[src/rtl/sao_bin_pkg.sv]
// Shared definitions for the SAO parameter bin writer.
//   - FSM state enum
//   - SAO type codes and CABAC context ids carried on bin_ctx
//   - symbol kinds understood by sao_bin_sym_gen
//   - captured CTU bundle struct: offsets are stored already reduced to
//     saturated magnitude + sign, so the FSM never touches raw inputs.
package sao_bin_pkg;

  localparam int OFFSET_CMAX_DFLT = 7;  // truncated-rice cMax, 8-bit video
  localparam int AUX_W            = 5;  // band position width
  localparam int ABS_W            = 3;  // holds 0..OFFSET_CMAX

  typedef enum logic [3:0] {
    IDLE,
    MRG_L,
    MRG_U,
    TYPE0,
    TYPE1,
    ABS,
    SIGN,
    BAND,
    EOCLS,
    NEXT_C
  } state_e;

  localparam logic [1:0] SAO_OFF = 2'd0;
  localparam logic [1:0] SAO_BO  = 2'd1;
  localparam logic [1:0] SAO_EO  = 2'd2;

  localparam logic [1:0] CTX_MERGE_LEFT  = 2'd0;
  localparam logic [1:0] CTX_MERGE_UP    = 2'd1;
  localparam logic [1:0] CTX_TYPE_LUMA   = 2'd2;
  localparam logic [1:0] CTX_TYPE_CHROMA = 2'd3;

  typedef enum logic {
    SYM_TR,  // truncated rice / truncated unary, cMax in len
    SYM_FL   // fixed length, MSB first, width in len
  } sym_kind_e;

  typedef struct packed {
    logic                          ml;        // effective merge-left
    logic                          mu;        // effective merge-up
    logic                          up_avail;
    logic [0:2][1:0]               typ;       // effective type per component
    logic [0:2][AUX_W-1:0]         aux;       // band position / EO class
    logic [0:2][0:3][ABS_W-1:0]    abs_v;     // saturated |offset|
    logic [0:2][0:3]               neg;       // offset < 0
  } sao_bundle_t;

endpackage

[src/rtl/sao_bin_sym_gen.sv]
// Combinational bin generator for one symbol position.
//   kind     : SYM_TR (truncated unary, len = cMax) or SYM_FL (len = width)
//   value    : symbol value
//   len      : cMax (TR) or bit count (FL)
//   idx      : bin index within the symbol
//   bin_val  : value of bin idx
//   sym_last : bin idx is the final bin of the symbol
module sao_bin_sym_gen
  import sao_bin_pkg::*;
(
  input  sym_kind_e  kind,
  input  logic [4:0] value,
  input  logic [2:0] len,
  input  logic [2:0] idx,
  output logic       bin_val,
  output logic       sym_last
);

  logic [2:0] fl_pos;
  logic [4:0] fl_shift;

  always_comb begin
    fl_pos   = len - 3'd1 - idx;
    fl_shift = value >> fl_pos;
    bin_val  = 1'b0;
    sym_last = 1'b0;
    if (kind == SYM_TR) begin
      // value ones then a zero; the zero is dropped when value == cMax,
      // which makes bin cMax-1 the last one.
      bin_val  = ({2'b00, idx} < value);
      sym_last = ({2'b00, idx} >= value) || (idx == len - 3'd1);
    end else begin
      bin_val  = fl_shift[0];
      sym_last = (idx == len - 3'd1);
    end
  end

endmodule

[src/rtl/sao_param_bin_writer.sv]
// SAO parameter bin writer: serialises one CTU's SAO decision into the
// HEVC SAO syntax bin stream, one bin per cycle, for the CABAC engine.
//
// Optional feature macro: SAO_CHROMA_EN
//   defined   : luma + Cb + Cr syntax (Cr shares Cb's type and EO class)
//   undefined : monochrome, CTU ends after luma; chroma inputs ignored
//
// Ports:
//   clk, rst                  clock, synchronous active-high reset
//   in_valid / in_ready       CTU decision bundle handshake
//   left_avail, up_avail      merge candidates available
//   merge_left, merge_up      decided merge direction
//   sao_type[0:2]             0 OFF, 1 BO, 2 EO (Cr entry ignored)
//   aux[0:2]                  band position (BO) / EO class in [1:0]
//   offset[0:2][0:3]          signed offsets
//   bin_valid / bin_ready     bin handshake
//   bin_val, bin_bypass       bin value, 1 = bypass coded
//   bin_ctx                   context id (0 when bypass)
//   bin_last                  final bin of the CTU
//
// Handshakes: a transfer happens on a rising clk edge where valid and ready
// are both high. bin_valid never drops and bin outputs never change while
// bin_valid is high and bin_ready is low. in_ready is high only in IDLE.
//
// All bin outputs are decoded from registered state, so they are stable
// during a stall by construction. Component changes are resolved in the
// same cycle as the last bin of the previous component, keeping the stream
// bubble-free; NEXT_C is never entered and only exists as a safe fallback.
module sao_param_bin_writer
  import sao_bin_pkg::*;
#(
  parameter int offset_len  = 4,
  parameter int aux_len     = 5,
  parameter int OFFSET_CMAX = OFFSET_CMAX_DFLT
) (
  input  logic                                     clk,
  input  logic                                     rst,
  input  logic                                     in_valid,
  output logic                                     in_ready,
  input  logic                                     left_avail,
  input  logic                                     up_avail,
  input  logic                                     merge_left,
  input  logic                                     merge_up,
  input  logic [0:2][1:0]                          sao_type,
  input  logic [0:2][aux_len-1:0]                  aux,
  input  logic signed [0:2][0:3][offset_len-1:0]   offset,
  output logic                                     bin_valid,
  input  logic                                     bin_ready,
  output logic                                     bin_val,
  output logic                                     bin_bypass,
  output logic [1:0]                               bin_ctx,
  output logic                                     bin_last
);

  localparam logic [2:0] CMAX3 = 3'(OFFSET_CMAX);

  state_e      state_q, state_d;
  logic [1:0]  comp_q, comp_d;
  logic [1:0]  idx_q, idx_d;
  logic [2:0]  ucnt_q, ucnt_d;
  logic [2:0]  fl_q, fl_d;
  sao_bundle_t bund_q, bund_d;
  sao_bundle_t cap;

  // Saturated magnitude: the most negative offset codes as cMax.
  function automatic logic [ABS_W-1:0] sat_abs(input logic [offset_len-1:0] o);
    logic [offset_len:0] mag;
    mag = o[offset_len-1] ? ({1'b0, ~o} + {{offset_len{1'b0}}, 1'b1})
                          : {1'b0, o};
    if (int'(mag) > OFFSET_CMAX) sat_abs = ABS_W'(OFFSET_CMAX);
    else                         sat_abs = ABS_W'(mag);
  endfunction

  // Lowest offset index >= from with a nonzero magnitude; 4 when none.
  function automatic logic [2:0] first_nz(input logic [0:3][ABS_W-1:0] a,
                                          input logic [2:0] from);
    first_nz = 3'd4;
    for (int i = 3; i >= 0; i--) begin
      if ((3'(i) >= from) && (a[i] != '0)) first_nz = 3'(i);
    end
  endfunction

  // Bundle reduction at capture time.
  always_comb begin
    cap          = '0;
    cap.ml       = merge_left & left_avail;
    cap.mu       = merge_up & up_avail & ~(merge_left & left_avail);
    cap.up_avail = up_avail;
    cap.typ[0]   = sao_type[0];
`ifdef SAO_CHROMA_EN
    cap.typ[1]   = sao_type[1];
    cap.typ[2]   = sao_type[1];
`endif
    for (int c = 0; c < 3; c++) begin
      cap.aux[c] = AUX_W'(aux[c]);
      for (int i = 0; i < 4; i++) begin
        cap.abs_v[c][i] = sat_abs(offset[c][i]);
        cap.neg[c][i]   = offset[c][i][offset_len-1];
      end
    end
  end

`ifdef SAO_CHROMA_EN
  logic unused_in;
  assign unused_in = ^sao_type[2];
`else
  logic unused_in;
  assign unused_in = ^{sao_type[1], sao_type[2]};
`endif

  // Symbol generator input selection (state-only, no feedback from outputs).
  sym_kind_e  sym_kind;
  logic [4:0] sym_value;
  logic [2:0] sym_len;
  logic [2:0] sym_idx;
  logic       sym_val;
  logic       sym_last;

  always_comb begin
    sym_kind  = SYM_TR;
    sym_value = {2'b00, bund_q.abs_v[comp_q][idx_q]};
    sym_len   = CMAX3;
    sym_idx   = ucnt_q;
    if (state_q == BAND) begin
      sym_kind  = SYM_FL;
      sym_value = bund_q.aux[comp_q];
      sym_len   = 3'd5;
      sym_idx   = fl_q;
    end else if (state_q == EOCLS) begin
      sym_kind  = SYM_FL;
      sym_value = {3'b000, bund_q.aux[comp_q][1:0]};
      sym_len   = 3'd2;
      sym_idx   = fl_q;
    end
  end

  sao_bin_sym_gen u_sym (
    .kind     (sym_kind),
    .value    (sym_value),
    .len      (sym_len),
    .idx      (sym_idx),
    .bin_val  (sym_val),
    .sym_last (sym_last)
  );

  // Where the stream goes after the current component finishes.
  state_e nc_state;
  logic   nc_done;

  always_comb begin
    nc_state = IDLE;
    nc_done  = 1'b1;
`ifdef SAO_CHROMA_EN
    if (comp_q == 2'd0) begin
      nc_state = TYPE0;
      nc_done  = 1'b0;
    end else if ((comp_q == 2'd1) && (bund_q.typ[2] != SAO_OFF)) begin
      nc_state = ABS;  // Cr has no type bins of its own
      nc_done  = 1'b0;
    end
`endif
  end

  state_e     nxt_state;
  logic       nxt_done;
  logic [1:0] nxt_comp;
  logic [1:0] nxt_idx;
  logic [2:0] nxt_ucnt;
  logic [2:0] nxt_fl;
  logic       go_nc;
  logic [1:0] cur_type;
  logic [2:0] nz;

  always_comb begin
    state_d    = state_q;
    comp_d     = comp_q;
    idx_d      = idx_q;
    ucnt_d     = ucnt_q;
    fl_d       = fl_q;
    bund_d     = bund_q;
    in_ready   = (state_q == IDLE);
    bin_valid  = 1'b0;
    bin_val    = 1'b0;
    bin_bypass = 1'b0;
    bin_ctx    = CTX_MERGE_LEFT;
    nxt_state  = state_q;
    nxt_done   = 1'b0;
    nxt_comp   = comp_q;
    nxt_idx    = idx_q;
    nxt_ucnt   = ucnt_q;
    nxt_fl     = fl_q;
    go_nc      = 1'b0;
    cur_type   = bund_q.typ[comp_q];
    nz         = 3'd4;

    case (state_q)
      IDLE: begin
        if (in_valid) begin
          bund_d = cap;
          comp_d = 2'd0;
          idx_d  = 2'd0;
          ucnt_d = 3'd0;
          fl_d   = 3'd0;
          if (left_avail)    state_d = MRG_L;
          else if (up_avail) state_d = MRG_U;
          else               state_d = TYPE0;
        end
      end
      MRG_L: begin
        bin_valid = 1'b1;
        bin_val   = bund_q.ml;
        bin_ctx   = CTX_MERGE_LEFT;
        if (bund_q.ml)            nxt_done  = 1'b1;
        else if (bund_q.up_avail) nxt_state = MRG_U;
        else                      nxt_state = TYPE0;
      end
      MRG_U: begin
        bin_valid = 1'b1;
        bin_val   = bund_q.mu;
        bin_ctx   = CTX_MERGE_UP;
        if (bund_q.mu) nxt_done  = 1'b1;
        else           nxt_state = TYPE0;
      end
      TYPE0: begin
        bin_valid = 1'b1;
        bin_val   = (cur_type != SAO_OFF);
        bin_ctx   = (comp_q == 2'd0) ? CTX_TYPE_LUMA : CTX_TYPE_CHROMA;
        if (cur_type != SAO_OFF) nxt_state = TYPE1;
        else                     go_nc     = 1'b1;
      end
      TYPE1: begin
        bin_valid  = 1'b1;
        bin_bypass = 1'b1;
        bin_val    = (cur_type == SAO_EO);
        nxt_state  = ABS;
        nxt_idx    = 2'd0;
        nxt_ucnt   = 3'd0;
      end
      ABS: begin
        bin_valid  = 1'b1;
        bin_bypass = 1'b1;
        bin_val    = sym_val;
        if (!sym_last) begin
          nxt_ucnt = ucnt_q + 3'd1;
        end else if (idx_q != 2'd3) begin
          nxt_idx  = idx_q + 2'd1;
          nxt_ucnt = 3'd0;
        end else begin
          nxt_ucnt = 3'd0;
          nxt_fl   = 3'd0;
          if (cur_type == SAO_EO) begin
            if (comp_q != 2'd2) nxt_state = EOCLS;
            else                go_nc     = 1'b1;
          end else begin
            nz = first_nz(bund_q.abs_v[comp_q], 3'd0);
            if (nz == 3'd4) nxt_state = BAND;
            else begin
              nxt_state = SIGN;
              nxt_idx   = nz[1:0];
            end
          end
        end
      end
      SIGN: begin
        bin_valid  = 1'b1;
        bin_bypass = 1'b1;
        bin_val    = bund_q.neg[comp_q][idx_q];
        nz = first_nz(bund_q.abs_v[comp_q], {1'b0, idx_q} + 3'd1);
        if (nz == 3'd4) begin
          nxt_state = BAND;
          nxt_fl    = 3'd0;
        end else begin
          nxt_idx = nz[1:0];
        end
      end
      BAND, EOCLS: begin
        bin_valid  = 1'b1;
        bin_bypass = 1'b1;
        bin_val    = sym_val;
        if (!sym_last) nxt_fl = fl_q + 3'd1;
        else           go_nc  = 1'b1;
      end
      default: begin
        state_d = IDLE;
      end
    endcase

    if (go_nc) begin
      nxt_state = nc_state;
      nxt_done  = nc_done;
      nxt_comp  = comp_q + 2'd1;
      nxt_idx   = 2'd0;
      nxt_ucnt  = 3'd0;
      nxt_fl    = 3'd0;
    end

    bin_last = bin_valid & nxt_done;

    if (bin_valid && bin_ready) begin
      state_d = nxt_done ? IDLE : nxt_state;
      comp_d  = nxt_comp;
      idx_d   = nxt_idx;
      ucnt_d  = nxt_ucnt;
      fl_d    = nxt_fl;
      if (nxt_done) begin
        comp_d = 2'd0;
        idx_d  = 2'd0;
        ucnt_d = 3'd0;
        fl_d   = 3'd0;
      end
    end
  end

  always_ff @(posedge clk) begin
    if (rst) begin
      state_q <= IDLE;
      comp_q  <= 2'd0;
      idx_q   <= 2'd0;
      ucnt_q  <= 3'd0;
      fl_q    <= 3'd0;
      bund_q  <= '0;
    end else begin
      state_q <= state_d;
      comp_q  <= comp_d;
      idx_q   <= idx_d;
      ucnt_q  <= ucnt_d;
      fl_q    <= fl_d;
      bund_q  <= bund_d;
    end
  end

endmodule
[config.mk]
export PLATFORM = sky130hd
export DESIGN_NAME = sao_param_bin_writer
export DESIGN_NICKNAME = d
export VERILOG_FILES = /design/src/rtl/sao_bin_pkg.sv /design/src/rtl/sao_bin_sym_gen.sv /design/src/rtl/sao_param_bin_writer.sv
export SDC_FILE = /design/constraint.sdc
export NUM_CORES = 1
export LEC_CHECK = 0
export BUFFER_PORTS_ARGS = -buffer_cell sky130_fd_sc_hd__buf_4
export CAP_MARGIN = 20
export CORE_ASPECT_RATIO = 1.1
export CORE_MARGIN = 1.5
export CORE_UTILIZATION = 40
export DETAILED_ROUTE_END_ITERATION = 10
export SYNTH_ARGS = -nofsm -noshare
export SYNTH_HDL_FRONTEND = slang
export SYNTH_SLANG_ARGS = --single-unit
[constraint.sdc]
create_clock -name clk -period 3.8 [get_ports clk]
set_input_delay 0 -clock clk [delete_from_list [all_inputs] [get_ports clk]]
set_output_delay 0 -clock clk [all_outputs]
set_load 0.005 [all_outputs]
# Word-level counts from Yosys, hierarchy flattened
# Index checks and enable logic that the tools add are counted.
# word_totals
input_bits	77
register_bits	82
wordCells	271
out_inout_bits	7
# op_classes
order_cmp	20
eq_ne	32
n_reduce_logical	25
muxes	128
shifts	1
bitwise_logic	19
addsub	19
# ops
op	count
3-bit 2-to-1 mux	45
5-bit 2-to-1 mux	15
4-bit by 1-bit adder with 5-bit output (second input constant)	12
5-bit by 3-bit > comparator with 1-bit output (second input constant)	12
4-bit 2-to-1 mux	14
4-bit NOT	12
5-bit inequality test (second input constant)	8
2-bit 2-to-1 mux	16
12-bit binary-select mux with 2-bit select	1
12-bit 2-to-1 mux	2
4-bit case mux with 6 select lines	1
1-bit 2-to-1 mux	21
6-bit inequality test (second input constant)	3
4-bit by 3-bit == test with 1-bit output (second input constant)	4
7-bit AND reduction	2
6-bit by 3-bit inequality test with 1-bit output (second input constant)	2
3-bit nonzero test	4
5-bit binary-select mux with 2-bit select	1
10-bit AND reduction	1
9-bit by 3-bit inequality test with 1-bit output (second input constant)	1
3-bit case mux with 3 select lines	1
4-bit binary-select mux with 2-bit select	1
4-bit by 2-bit == test with 1-bit output (second input constant)	2
4-bit case mux with 2 select lines	1
44 further kinds	62

# Depth between registers and ports, before layout
# logic_depth
word_depth	23
ltp_mapped	18
depth_no_buf	15

# Hierarchy
# Synthesis repeated with hierarchy kept, for this count alone.
# unflattened
hier_cells	729
hier_area_um2	5356.4
# by_module_without_submodules
mod	cells_each	seq_area_each_um2	area_each_um2	n_inst
sao_param_bin_writer	700	1641.6	5098.6	1
sao_bin_sym_gen	29	0.0	257.7	1

# Worst setup path before layout
# OpenSTA, ideal clock, no wires.
# synth_timing
kind	reg2reg
start	reg state_q[3]
end	reg fl_q[2]
path_buffers	3
arrival_ns	3.390
path_stages_with_launch	16
t_required_ns	3.709
slack_ns	0.319
setup_time_ns	0.091
path_cell_list	dfxtp_1 -> buf_2 -> and4b_1 -> a21oi_1 -> clkbuf_1 -> mux2i_1 -> inv_1 -> ha_1 -> and2_1 -> nand4b_1 -> a22oi_1 -> or2_1 -> buf_2 -> a311oi_1 -> nor3b_2 -> a311oi_1
# synth_via
elab_chain_len	12
elab_cells_between_ends	43
# synth_lines
item	line_no	source
start, declared	sao_param_bin_writer.sv:57	state_e state_q, state_d;
start signal, assigned	sao_param_bin_writer.sv:323	state_q <= state_d;
4-bit == test	sao_param_bin_writer.sv:129, sao_param_bin_writer.sv:196	
3-bit 2-to-1 mux	sao_param_bin_writer.sv:129	end else if (state_q == EOCLS) begin
3-bit 2-to-1 mux	sao_param_bin_writer.sv:124	if (state_q == BAND) begin
3-bit by 1-bit subtractor with 3-bit output	sao_bin_sym_gen.sv:31, sao_bin_sym_gen.sv:34	
3-bit == test	sao_bin_sym_gen.sv:31, sao_bin_sym_gen.sv:34	
1-bit logical OR	sao_bin_sym_gen.sv:31	sym_last = ({2'b00, idx} >= value) || (idx == len - 3'd1);
1-bit 2-to-1 mux	sao_bin_sym_gen.sv:27	if (kind == SYM_TR) begin
1-bit 2-to-1 mux, on equally long branches	sao_param_bin_writer.sv:280, sao_param_bin_writer.sv:243	
1-bit case mux with 3 select lines	sao_param_bin_writer.sv:196	case (state_q)
1-bit 2-to-1 mux or 3-bit 2-to-1 mux (tied branches)	sao_param_bin_writer.sv:288	if (go_nc) begin
6-bit by 3-bit inequality test with 1-bit output (no line), or another cell as far along	--	
7-bit AND reduction (no line) or 3-bit 2-to-1 mux (tied branches)	--	
end signal, assigned	sao_param_bin_writer.sv:327	fl_q <= fl_d;
end, declared	sao_param_bin_writer.sv:61	logic [2:0] fl_q, fl_d;
# Several ways; a longest one is shown, not always the timed one.
# A chain may end at the register's enable or synchronous reset.

# Worst setup path in the final report
# layout_timing
start	reg state_q[0]
end	out bin_val
# layout_via
elab_chain_len	8
elab_cells_between_ends	23
# layout_lines
item	line_no	source
4-bit == test	sao_param_bin_writer.sv:129, sao_param_bin_writer.sv:196	
3-bit 2-to-1 mux	sao_param_bin_writer.sv:129	
3-bit 2-to-1 mux	sao_param_bin_writer.sv:124	
3-bit by 1-bit subtractor with 3-bit output	sao_bin_sym_gen.sv:23	fl_pos = len - 3'd1 - idx;
3-bit subtractor	sao_bin_sym_gen.sv:23	
5-bit by 3-bit right shift with 1-bit output	sao_bin_sym_gen.sv:24	fl_shift = value >> fl_pos;
1-bit 2-to-1 mux	sao_bin_sym_gen.sv:27	
1-bit case mux with 6 select lines (*)	sao_param_bin_writer.sv:196	
end, declared	sao_param_bin_writer.sv:49	output logic bin_val,
# Every way passes the cells marked *; elsewhere a longest branch is shown, timed or not.

==> flow_summary.ini <==
[placement]
place_inst = 934
portBuffers = 79
gp_congestion = 0.868
dp_slack_ns = 0.238
postPlaceCellArea_sq_mm = 0.00605
dp_hpwl_um = 10700

[timing]
final-max-slew-violation-count = 0
timing.final.crit_share_pct = 92.3
fin_setup_tns_ns = 0
clock.fmax_ghz = 0.285
fin_skew_ns = 0.00348
tightest_slew_ns = 0.942
setup_viol_count_final = 0
timing.hold.ws_ns = 0.0778
setup_ws_ns = 0.292
timing.final.hold_violations = 0
maxSlewHeadroom_pct = 37.2
period_needed_ns = 3.51

[synthesis]
synth_seq_area_share_pct = 31.0
syn_area_per_cell_sq_um = 7.34
synth-seq-cells = 82
yosys.cell_types.count = 70
synth_edf_count = 0
syn-instance-count = 721
yosysTopAreaCell = dfxtp_1
synthFlopType = dfxtp_1
synthTopCellsByArea = dfxtp_1, a21oi_1, nor2_1
synth_top_area_share_pct = 31.0
synth_area_sq_mm = 0.00530
syn_nets = 825
synthArstFlopShare_pct = 0
yosysWarnings = 0

[worst_setup_path]
start_kind = register
crit_path_top_delay_cell = fa_1
worst_setup_path_end_kind = output pin
crit_type = register to output pin
cp_max_fo = 8
cp_data_arrival_time_ns = 3.51
path_cells = and4b_1 > a21oi_2 > buf_4 > mux2i_1 > inv_1 > ha_1 > inv_1 > fa_1 > and4b_1 > a311oi_1 > o311a_1 > o21ai_1 > buf_4
slowest_delay_ns = 0.47
crit_required_ns = 3.80

[drt]
wire_per_inst_um = 14.9
viasPerCell = 5.53
drtIter0Drc = 301
num_vias = 5505
drt_first_pass_iters = 5
antenna_left = 0
routed_wl_um = 14800
drc = 0

[global_route]
grt_pass1_wl_um = 24900
grt_pass1_vias = 5297
antenna_found_initial = 0
grt_max_degree = 93
grt_remaining_overflow = 0
grt_usage_pct = 22.0

[clock_tree]
htree_levels = 3
path_clk_slew_ns = 0.06
cts_made_buffers = 9
cts_root_buffer = clkbuf_16
worstSkewPairLatency_ns = 0.33
clk_path_buf_depth = 2
cts_tree = built
cts_num_sinks = 82

[floorplan]
die_w_um = 113
core.rowCount = 43
num_io_pins = 84
die_y_um = 124
die_area_sq_mm = 0.0139
start_util_pct = 41.5
core_sq_mm = 0.0128

[power_and_ir_drop]
peakVddDrop_mv = 0.252
p_total_mw = 3.28
p_per_area_mw_per_mm2 = 480
leakagePower_nw = 2.79

[finish]
area_growth_pct = 29.1
fin_cells = 995
fin_util_pct = 53.6
multiInputGateArea_sq_mm = 0.00333
drive_gt1_share_pct = 15.4
post-route-cell-area_sq_mm = 0.00684
register_area_sq_mm = 0.00164
nNetsFinal = 939
nFillCells = 1191
antenna_cells = 0

[run_status]
run_status = completed

[min_path]
hp-class = primary input to register

[run]
maxCapViolCount = 0
-- layout make-up --
cell class	instances	share of cell area, %
Clock buffer	9	3.29
Clock inverter	5	1.19
Inverter	39	2.14
Multi-Input combinational cell	559	48.8
Sequential cell	82	24.0
Tap cell	157	2.87
Timing Repair Buffer	144	17.7
-- state kept, by name, indices dropped and copies added, names as in the netlist --
signal   flops
bund_q      68
state_q      4
fl_q         3
ucnt_q       3
comp_q       2
idx_q        2
-- critical path: cells and delay by family (launching register included) --
| family | cells | cell delay [ns] |
|---|---|---|
| AOI/OAI and AO/OA | 4 | 0.74 |
| adders and majority gates | 2 | 0.68 |
| and+or+nand+nor | 2 | 0.54 |
| buffers and inverters | 4 | 0.51 |
| DFF | 1 | 0.39 |
| muxes | 1 | 0.32 |
-- cells in the mapped netlist, types with 3 or more instances --
| cell type | n |
|---|---|
| o21ai_1 | 7 |
| inv_1 | 37 |
| nand3_1 | 3 |
| a311oi_1 | 4 |
| and2_1 | 5 |
| o32ai_1 | 3 |
| o211ai_1 | 4 |
| o2bb2ai_1 | 3 |
| mux4_2 | 3 |
| nand2_1 | 102 |
| buf_2 | 6 |
| mux2i_1 | 22 |
| nor2b_1 | 4 |
| or3_1 | 4 |
| o21ai_0 | 21 |
| a211oi_1 | 30 |
| dfxtp_1 | 82 |
| nand2b_1 | 9 |
| nand3b_1 | 5 |
| ha_1 | 26 |
| nor3_1 | 35 |
| a21o_1 | 5 |
| nor4_1 | 3 |
| nor2_1 | 105 |
| o22ai_1 | 3 |
| a22oi_1 | 3 |
| a22o_1 | 3 |
| clkbuf_1 | 31 |
| a21oi_1 | 103 |
-- worst paths after layout --
| kind | start | end | slack (ns) | cells past startpoint |
|---|---|---|---|---|
| min | left_avail | state_q[0] | 0.08 | 3 |
| min reg2reg | bund_q[58] | bund_q[58] | 0.46 | 2 |
| max reg2reg | state_q[0] | idx_q[0] | 0.34 | 14 |
| max | state_q[0] | bin_val | 0.29 | 13 |
-- layer usage --
layer	up-vias	GRT usage (%)	share of wire (%)
li1	2777	-	-
met1	2599	27.3	46
met2	119	39.9	50
met3	10	3.31	3.0
met4	0	6.01	0.82
met5	-	0	0
-- logic make-up after synthesis --
family          after synthesis  share of synthesized area, %
simple gates                293                          25.0
compound gates              210                          24.9
flops                        82                          31.0
buf+inv                      80                          6.33
mux                          27                          5.86
fa+ha+maj                    27                          6.52
xor+xnor                      2                         0.331
-- cells in the final DEF, fill, tap and decap left out, types with 2 or more instances in the layout --
| cell | n |
|---|---|
| o32ai_1 | 3 |
| a21oi_1 | 102 |
| nand4b_1 | 2 |
| nand4_1 | 2 |
| nor4_1 | 3 |
| nor2_1 | 105 |
| and3_1 | 2 |
| or3_1 | 4 |
| a22o_1 | 3 |
| nor4bb_1 | 2 |
| a41oi_1 | 2 |
| a311oi_1 | 3 |
| bufinv_16 | 2 |
| and2_1 | 5 |
| nand2_1 | 101 |
| o21ai_0 | 21 |
| nand2b_1 | 9 |
| nand3b_1 | 5 |
| clkbuf_16 | 9 |
| o22ai_1 | 3 |
| dfxtp_1 | 81 |
| o211ai_1 | 4 |
| mux2i_1 | 22 |
| a22oi_1 | 3 |
| inv_1 | 37 |
| dlygate4sd3_1 | 47 |
| a21o_1 | 5 |
| o21a_1 | 2 |
| nor3_1 | 35 |
| nand3_1 | 3 |
| buf_4 | 96 |
| nor2b_1 | 4 |
| a211oi_1 | 30 |
| o2bb2ai_1 | 3 |
| mux4_2 | 3 |
| o21ai_1 | 7 |
| and4b_1 | 2 |
| ha_1 | 26 |
| o221ai_1 | 2 |
| a2111oi_0 | 2 |
-- report_power, final --
| group | total, mW | internal (mW) | switching [mW] |
|---|---|---|---|
| Sequential | 1.13 | 1.02 | 0.109 |
| Combinational | 1.25 | 0.521 | 0.733 |
| Clock | 0.900 | 0.567 | 0.332 |
| Total | 3.28 | 2.11 | 1.17 |
-- timing repair --
item,in CTS,in global routing
gates resized for setup,0,4
setup endpoints to repair,0,12
buffers inserted,0,0
hold buffers,47,0
endpoints found under the hold margin,44,0
Power figures use the tool's default switching activity.
